$ cat src/rtl/seq_det_sched.sv
// Round-robin shared bit-serial pattern detector for NCH serial channels.
// Optional per-channel saturating match counters are built when SEQ_DET_CNT_EN is defined.
module seq_det_sched #(
    parameter int              NCH     = 4,
    parameter int              PLEN    = 4,
    parameter logic [PLEN-1:0] PATTERN = 4'b1011,
    parameter int              CNT_W   = 8
) (
    input  logic                     clk,
    input  logic                     rst,
    input  logic                     en,
    input  logic                     ovl,
    input  logic [NCH-1:0]           ch_valid,
    input  logic [NCH-1:0]           ch_bit,
    input  logic [NCH-1:0]           ch_flush,
    output logic [NCH-1:0]           ch_ready,
    output logic                     match_valid,
    output logic [$clog2(NCH)-1:0]   match_ch,
    input  logic [$clog2(NCH)-1:0]   cnt_sel,
    output logic [CNT_W-1:0]         cnt_out
);

    localparam int CH_W   = $clog2(NCH);
    localparam int FILL_W = $clog2(PLEN + 1);
    localparam logic [0:0] ST_IDLE = 1'b0;
    localparam logic [0:0] ST_RUN  = 1'b1;
    localparam logic [FILL_W-1:0] FILL_MAX = FILL_W'(PLEN);
    localparam logic [FILL_W-1:0] FILL_HIT = FILL_W'(PLEN - 1);

    function automatic logic [FILL_W-1:0] sat_fill(input logic [FILL_W-1:0] f);
        sat_fill = (f >= FILL_MAX) ? FILL_MAX : f + FILL_W'(1'b1);
    endfunction

    logic [0:0]        state_q, state_d;
    logic [CH_W-1:0]   ptr_q, ptr_d;
    logic [PLEN-1:0]   hist_q [NCH];
    logic [PLEN-1:0]   hist_d [NCH];
    logic [FILL_W-1:0] fill_q [NCH];
    logic [FILL_W-1:0] fill_d [NCH];
    logic              match_valid_q, match_valid_d;
    logic [CH_W-1:0]   match_ch_q, match_ch_d;

    logic [NCH-1:0]    cand_s;
    logic [CH_W-1:0]   scan_ch_s;
    logic              take_s;
    logic              grant_found_s;
    logic [CH_W-1:0]   grant_s;
    logic              arb_on_s;
    logic              grant_v_s;
    logic [PLEN-1:0]   new_hist_s;
    logic              hit_s;

    // Rotating-priority search starting at ptr; a flushed channel is never a candidate.
    always_comb begin
        cand_s        = ch_valid & ~ch_flush;
        scan_ch_s     = {CH_W{1'b0}};
        take_s        = 1'b0;
        grant_found_s = 1'b0;
        grant_s       = {CH_W{1'b0}};
        for (int k = 0; k < NCH; k++) begin
            scan_ch_s     = CH_W'((int'(ptr_q) + k) % NCH);
            take_s        = cand_s[scan_ch_s] & ~grant_found_s;
            grant_s       = take_s ? scan_ch_s : grant_s;
            grant_found_s = grant_found_s | take_s;
        end
    end

    // Grant qualification, engine datapath and hit detection for the granted channel.
    always_comb begin
        arb_on_s   = (state_q == ST_RUN) & en & ~rst;
        grant_v_s  = arb_on_s & grant_found_s;
        ch_ready   = grant_v_s ? ({{(NCH-1){1'b0}}, 1'b1} << grant_s) : {NCH{1'b0}};
        new_hist_s = {hist_q[grant_s][PLEN-2:0], ch_bit[grant_s]};
        hit_s      = grant_v_s & (fill_q[grant_s] >= FILL_HIT) & (new_hist_s == PATTERN);
    end

    // Next-state for FSM, pointer, per-channel context and match report.
    always_comb begin
        case (state_q)
            ST_IDLE: state_d = en ? ST_RUN : ST_IDLE;
            ST_RUN:  state_d = en ? ST_RUN : ST_IDLE;
            default: state_d = ST_IDLE;
        endcase
        if (grant_v_s) begin
            ptr_d = (grant_s == CH_W'(NCH - 1)) ? {CH_W{1'b0}} : grant_s + CH_W'(1'b1);
        end else begin
            ptr_d = ptr_q;
        end
        for (int i = 0; i < NCH; i++) begin
            // Flush is an explicit clear request and acts even while en is low.
            if (ch_flush[i]) begin
                hist_d[i] = {PLEN{1'b0}};
                fill_d[i] = {FILL_W{1'b0}};
            end else if (grant_v_s && (grant_s == CH_W'(i))) begin
                if (hit_s && !ovl) begin
                    hist_d[i] = {PLEN{1'b0}};
                    fill_d[i] = {FILL_W{1'b0}};
                end else begin
                    hist_d[i] = new_hist_s;
                    fill_d[i] = sat_fill(fill_q[i]);
                end
            end else begin
                hist_d[i] = hist_q[i];
                fill_d[i] = fill_q[i];
            end
        end
        match_valid_d = hit_s;
        match_ch_d    = hit_s ? grant_s : match_ch_q;
    end

    // Context and report registers with synchronous reset.
    always_ff @(posedge clk) begin
        if (rst) begin
            state_q       <= ST_IDLE;
            ptr_q         <= {CH_W{1'b0}};
            match_valid_q <= 1'b0;
            match_ch_q    <= {CH_W{1'b0}};
            for (int i = 0; i < NCH; i++) begin
                hist_q[i] <= {PLEN{1'b0}};
                fill_q[i] <= {FILL_W{1'b0}};
            end
        end else begin
            state_q       <= state_d;
            ptr_q         <= ptr_d;
            match_valid_q <= match_valid_d;
            match_ch_q    <= match_ch_d;
            for (int i = 0; i < NCH; i++) begin
                hist_q[i] <= hist_d[i];
                fill_q[i] <= fill_d[i];
            end
        end
    end

    assign match_valid = match_valid_q;
    assign match_ch    = match_ch_q;

`ifdef SEQ_DET_CNT_EN
    logic [CNT_W-1:0] cnt_q [NCH];
    logic [CNT_W-1:0] cnt_d [NCH];

    // Saturating per-channel hit counters, cleared by flush.
    always_comb begin
        for (int i = 0; i < NCH; i++) begin
            if (ch_flush[i]) begin
                cnt_d[i] = {CNT_W{1'b0}};
            end else if (hit_s && (grant_s == CH_W'(i)) && (cnt_q[i] != {CNT_W{1'b1}})) begin
                cnt_d[i] = cnt_q[i] + CNT_W'(1'b1);
            end else begin
                cnt_d[i] = cnt_q[i];
            end
        end
    end

    // Counter registers.
    always_ff @(posedge clk) begin
        for (int i = 0; i < NCH; i++) begin
            if (rst) begin
                cnt_q[i] <= {CNT_W{1'b0}};
            end else begin
                cnt_q[i] <= cnt_d[i];
            end
        end
    end

    assign cnt_out = (int'(cnt_sel) < NCH) ? cnt_q[cnt_sel] : {CNT_W{1'b0}};
`else
    logic unused_cnt_sel_s;
    assign unused_cnt_sel_s = ^cnt_sel;
    assign cnt_out          = {CNT_W{1'b0}};
`endif

endmodule

$ cat config.mk
export PLATFORM = sky130hd
export DESIGN_NAME = seq_det_sched
export DESIGN_NICKNAME = d
export VERILOG_FILES = /design/src/rtl/seq_det_sched.sv
export SDC_FILE = /design/constraint.sdc
export NUM_CORES = 1
export LEC_CHECK = 0
export CORE_MARGIN = 2
export CORE_UTILIZATION = 43
export CTS_CLUSTER_SIZE = 30
export DETAILED_ROUTE_END_ITERATION = 7
export HOLD_SLACK_MARGIN = 0.1
export PLACE_DENSITY_LB_ADDON = 0.05
export SLEW_MARGIN = 20
export SYNTH_ARGS = -nofsm -noshare
export SYNTH_HDL_FRONTEND = slang
export SYNTH_SLANG_ARGS = --single-unit
export TNS_END_PERCENT = 10
$ cat constraint.sdc
create_clock -name clk -period 3 [get_ports clk]
set_input_delay 0.45 -clock clk [delete_from_list [all_inputs] [get_ports clk]]
set_output_delay 0.45 -clock clk [all_outputs]
set_load 0.01 [all_outputs]
==> flow_summary.toml <==
[run_status]
status = "complete, no violations"

[clocking]
cts_hold_buf = 0
clock_path_buffers = 2
cts_made_buffers = 5
cts_tree = "yes"
cts.root.buffer_cell = "clkbuf_8"
path_clk_slew_ns = 0.06
cts.htree.levels = 2
cts_sinks = 30
clock_latency_ns = 0.27

[floorplan]
io-pin-count = 33
num_rows = 24
die_w_microns = 70.18
die_area_sq_mm = 0.004925
core_area_sq_mm = 0.004294
die_y_microns = 70.18
start_util = 0.4385

[routing]
wl_per_cell_microns = 14.45
drt_pass1_iterations = 4
drc = 0
drt_iter0_drc = 122
totalWireLength_microns = 4191
avgViaCountPerCell = 5.314
ant_nets = 0
vias = 1541

[global_routing]
grt_pass1_wl_microns = 7010
grt_pass1_vias = 1590
grt_overflow = 0
antenna_found_initial = 0
grt_start_max_net_pins = 21
track_usage = 0.1819

[logic_synthesis]
yosysUniqueCellTypes = 44
synth_edf_count = 12
synth_area_sq_mm = 0.001883
ys_warn_count = 0
async_reset_ff_frac = 0
postSynthAreaPerCell_sq_um = 9.911
seq_area_frac_synth = 0.3827
synth_ff_type = "dfxtp_1"
yosys_register_bits = 30
synthCells = 190

[setup_path]
worstPathArrival_ns = 2.52
endpoint_kind = "primary output"
critical_path_class = "input port to primary output"
startpoint_type = "input port"
critPathRequiredTime_ns = 2.55
path_max_fanout = 4

[place]
place_worst_setup_slack_ns = -0.08061
place_hpwl_microns = 3206
place_inst = 281
portBuffers = 22
gp_congestion = 0.8253

[sta]
drv_slew = 0
layout_worst_path_cycle_share = 0.9885
post-route-worst-setup-slack_ns = 0.03450
hold_viol_final = 0
timing.final.crit_period_ns = 2.965
setup_viol = 0
fin_skew_ns = 0.002441
rsz0062_at_grt = "yes"
fmax_ghz = 0.3372

[pwr]
powerDensity_mw_per_mm2 = 372.6
vdd.ir_drop.worst_v = 0.0002703
p_leak_uw = 0.001037

[layout]
mostFrequentLayoutCells = "buf_4 (23), inv_1 (19), dfxtp_1 (18)"
diodes = 0
drive_gt1_frac = 0.1933
area_growth_pct = 28.90
nets = 267
n_fill_cell = 396
instances_no_fill = 290
final_common_cell = "buf_4"

[flow_run]
cap_viol_max_count = 0

[min_path]
hold_class = "flip-flop to flip-flop"
layer usage:
layer | vias to the layer above | share of wire | wire [microns] | track usage
li1 | 766 | - | - | -
met1 | 737 | 0.46 | 1908 | 0.2224
met2 | 33 | 0.49 | 2063 | 0.3101
met3 | 5 | 0.039 | 165 | 0.03896
met4 | 0 | 0.013 | 54 | 0.07479
met5 | - | 0 | 0 | 0
sequential cells by signal, indices dropped and copies added (netlist names):
name	count
fill_q	12
hist_q	12
match_ch	2
match_valid	1
ptr_q	2
state_q	1
cells by family after synthesis:
family          after synthesis  synth area share
buf+inv                      33           0.08970
simple gates                 77            0.2664
mux                          11           0.06312
fa+ha+maj                    12           0.07973
flops                        30            0.3827
compound gates               26            0.1163
other cells                   1          0.001991
worst max-delay path, cell delays in order:
cell             delay [ns]
clkdlybuf4s50_1        0.44
and3b_1                0.22
o311a_4                0.35
nor2_8                 0.13
inv_1                  0.09
ha_1                   0.22
nand2_1                0.09
inv_1                  0.04
clkdlybuf4s50_1        0.46
report_power, final:
| part | internal [uW] | switching, uW |
|---|---|---|
| clock network | 159 | 146 |
| logic | 81.8 | 79.8 |
| registers | 433 | 5.27 |
| total | 673 | 231 |
repair_timing:
| item | in CTS | in global routing |
|---|---|---|
| buffers inserted | 0 | 1 |
| gates resized for setup | 2 | 11 |
| pin swaps | 0 | 1 |
| endpoints found under the setup margin | 4 | 4 |
| cloned | 0 | 0 |
| hold endpoints to repair | 0 | 0 |
worst paths after layout:
check	from	endpoint	slack (ns)	depth (start not counted)
max reg2reg	ptr_q[1]	hist_q[1][1]	0.69	7
min	match_ch[0]	match_ch[0]	0.51	2
min reg2reg	match_ch[0]	match_ch[0]	0.51	2
max	ch_valid[0]	ch_ready[1]	0.03	9
Yosys cell counts (2+ instances only):
library cell	count	area, sq um
clkbuf_1	2	7.510
nor2_1	16	60.06
mux2i_1	7	70.07
a32o_1	4	40.04
buf_4	10	75.07
nand2_1	12	45.04
o2bb2ai_1	4	35.03
and3_1	5	31.28
edfxtp_1	12	360.4
nand4b_1	4	35.03
ha_1	12	150.1
mux2_2	3	33.78
nor3b_1	8	60.06
dfxtp_1	18	360.4
nor4b_1	4	35.03
a21oi_1	4	20.02
nand2b_1	4	25.02
nor2b_1	3	18.77
nor3b_2	2	25.02
o221a_1	4	45.04
nand3_1	6	30.03
inv_1	20	75.07
a211oi_1	2	15.01
nor4bb_1	4	40.04
metrics by stage:
| stage | hold WS [ns] | TNS [ns] | area, sq um | total power (uW) | utilization |
|---|---|---|---|---|---|
| 6_report | 0.5059 | 0 | 2427 | 904.4 | 0.5653 |
| 2_1_floorplan | 0.4703 | 0 | 1909 | 535.4 | - |
| 4_1_cts | 0.5063 | -0.1241 | 2380 | 912.6 | 0.5542 |
| 3_3_place_gp | 0.4909 | -0.1363 | 2286 | 595.3 | 0.5323 |
| 5_1_grt | 0.5487 | -0.2014 | 2427 | 949.8 | 0.5653 |
| 3_5_place_dp | 0.4848 | -0.2444 | 2286 | 597.7 | 0.5323 |
layout make-up:
type / count / area, sq um / area share
inverters: 20 / 75.07 / 0.03093
well taps: 52 / 65.06 / 0.02680
flip-flops and latches: 30 / 720.7 / 0.2969
multi-input cells: 134 / 1060 / 0.4366
repair buffers: 46 / 425.4 / 0.1753
clock buffers: 6 / 72.57 / 0.02990
clock inverters: 2 / 8.758 / 0.003608
No activity file was read; power rests on OpenSTA's default activity.
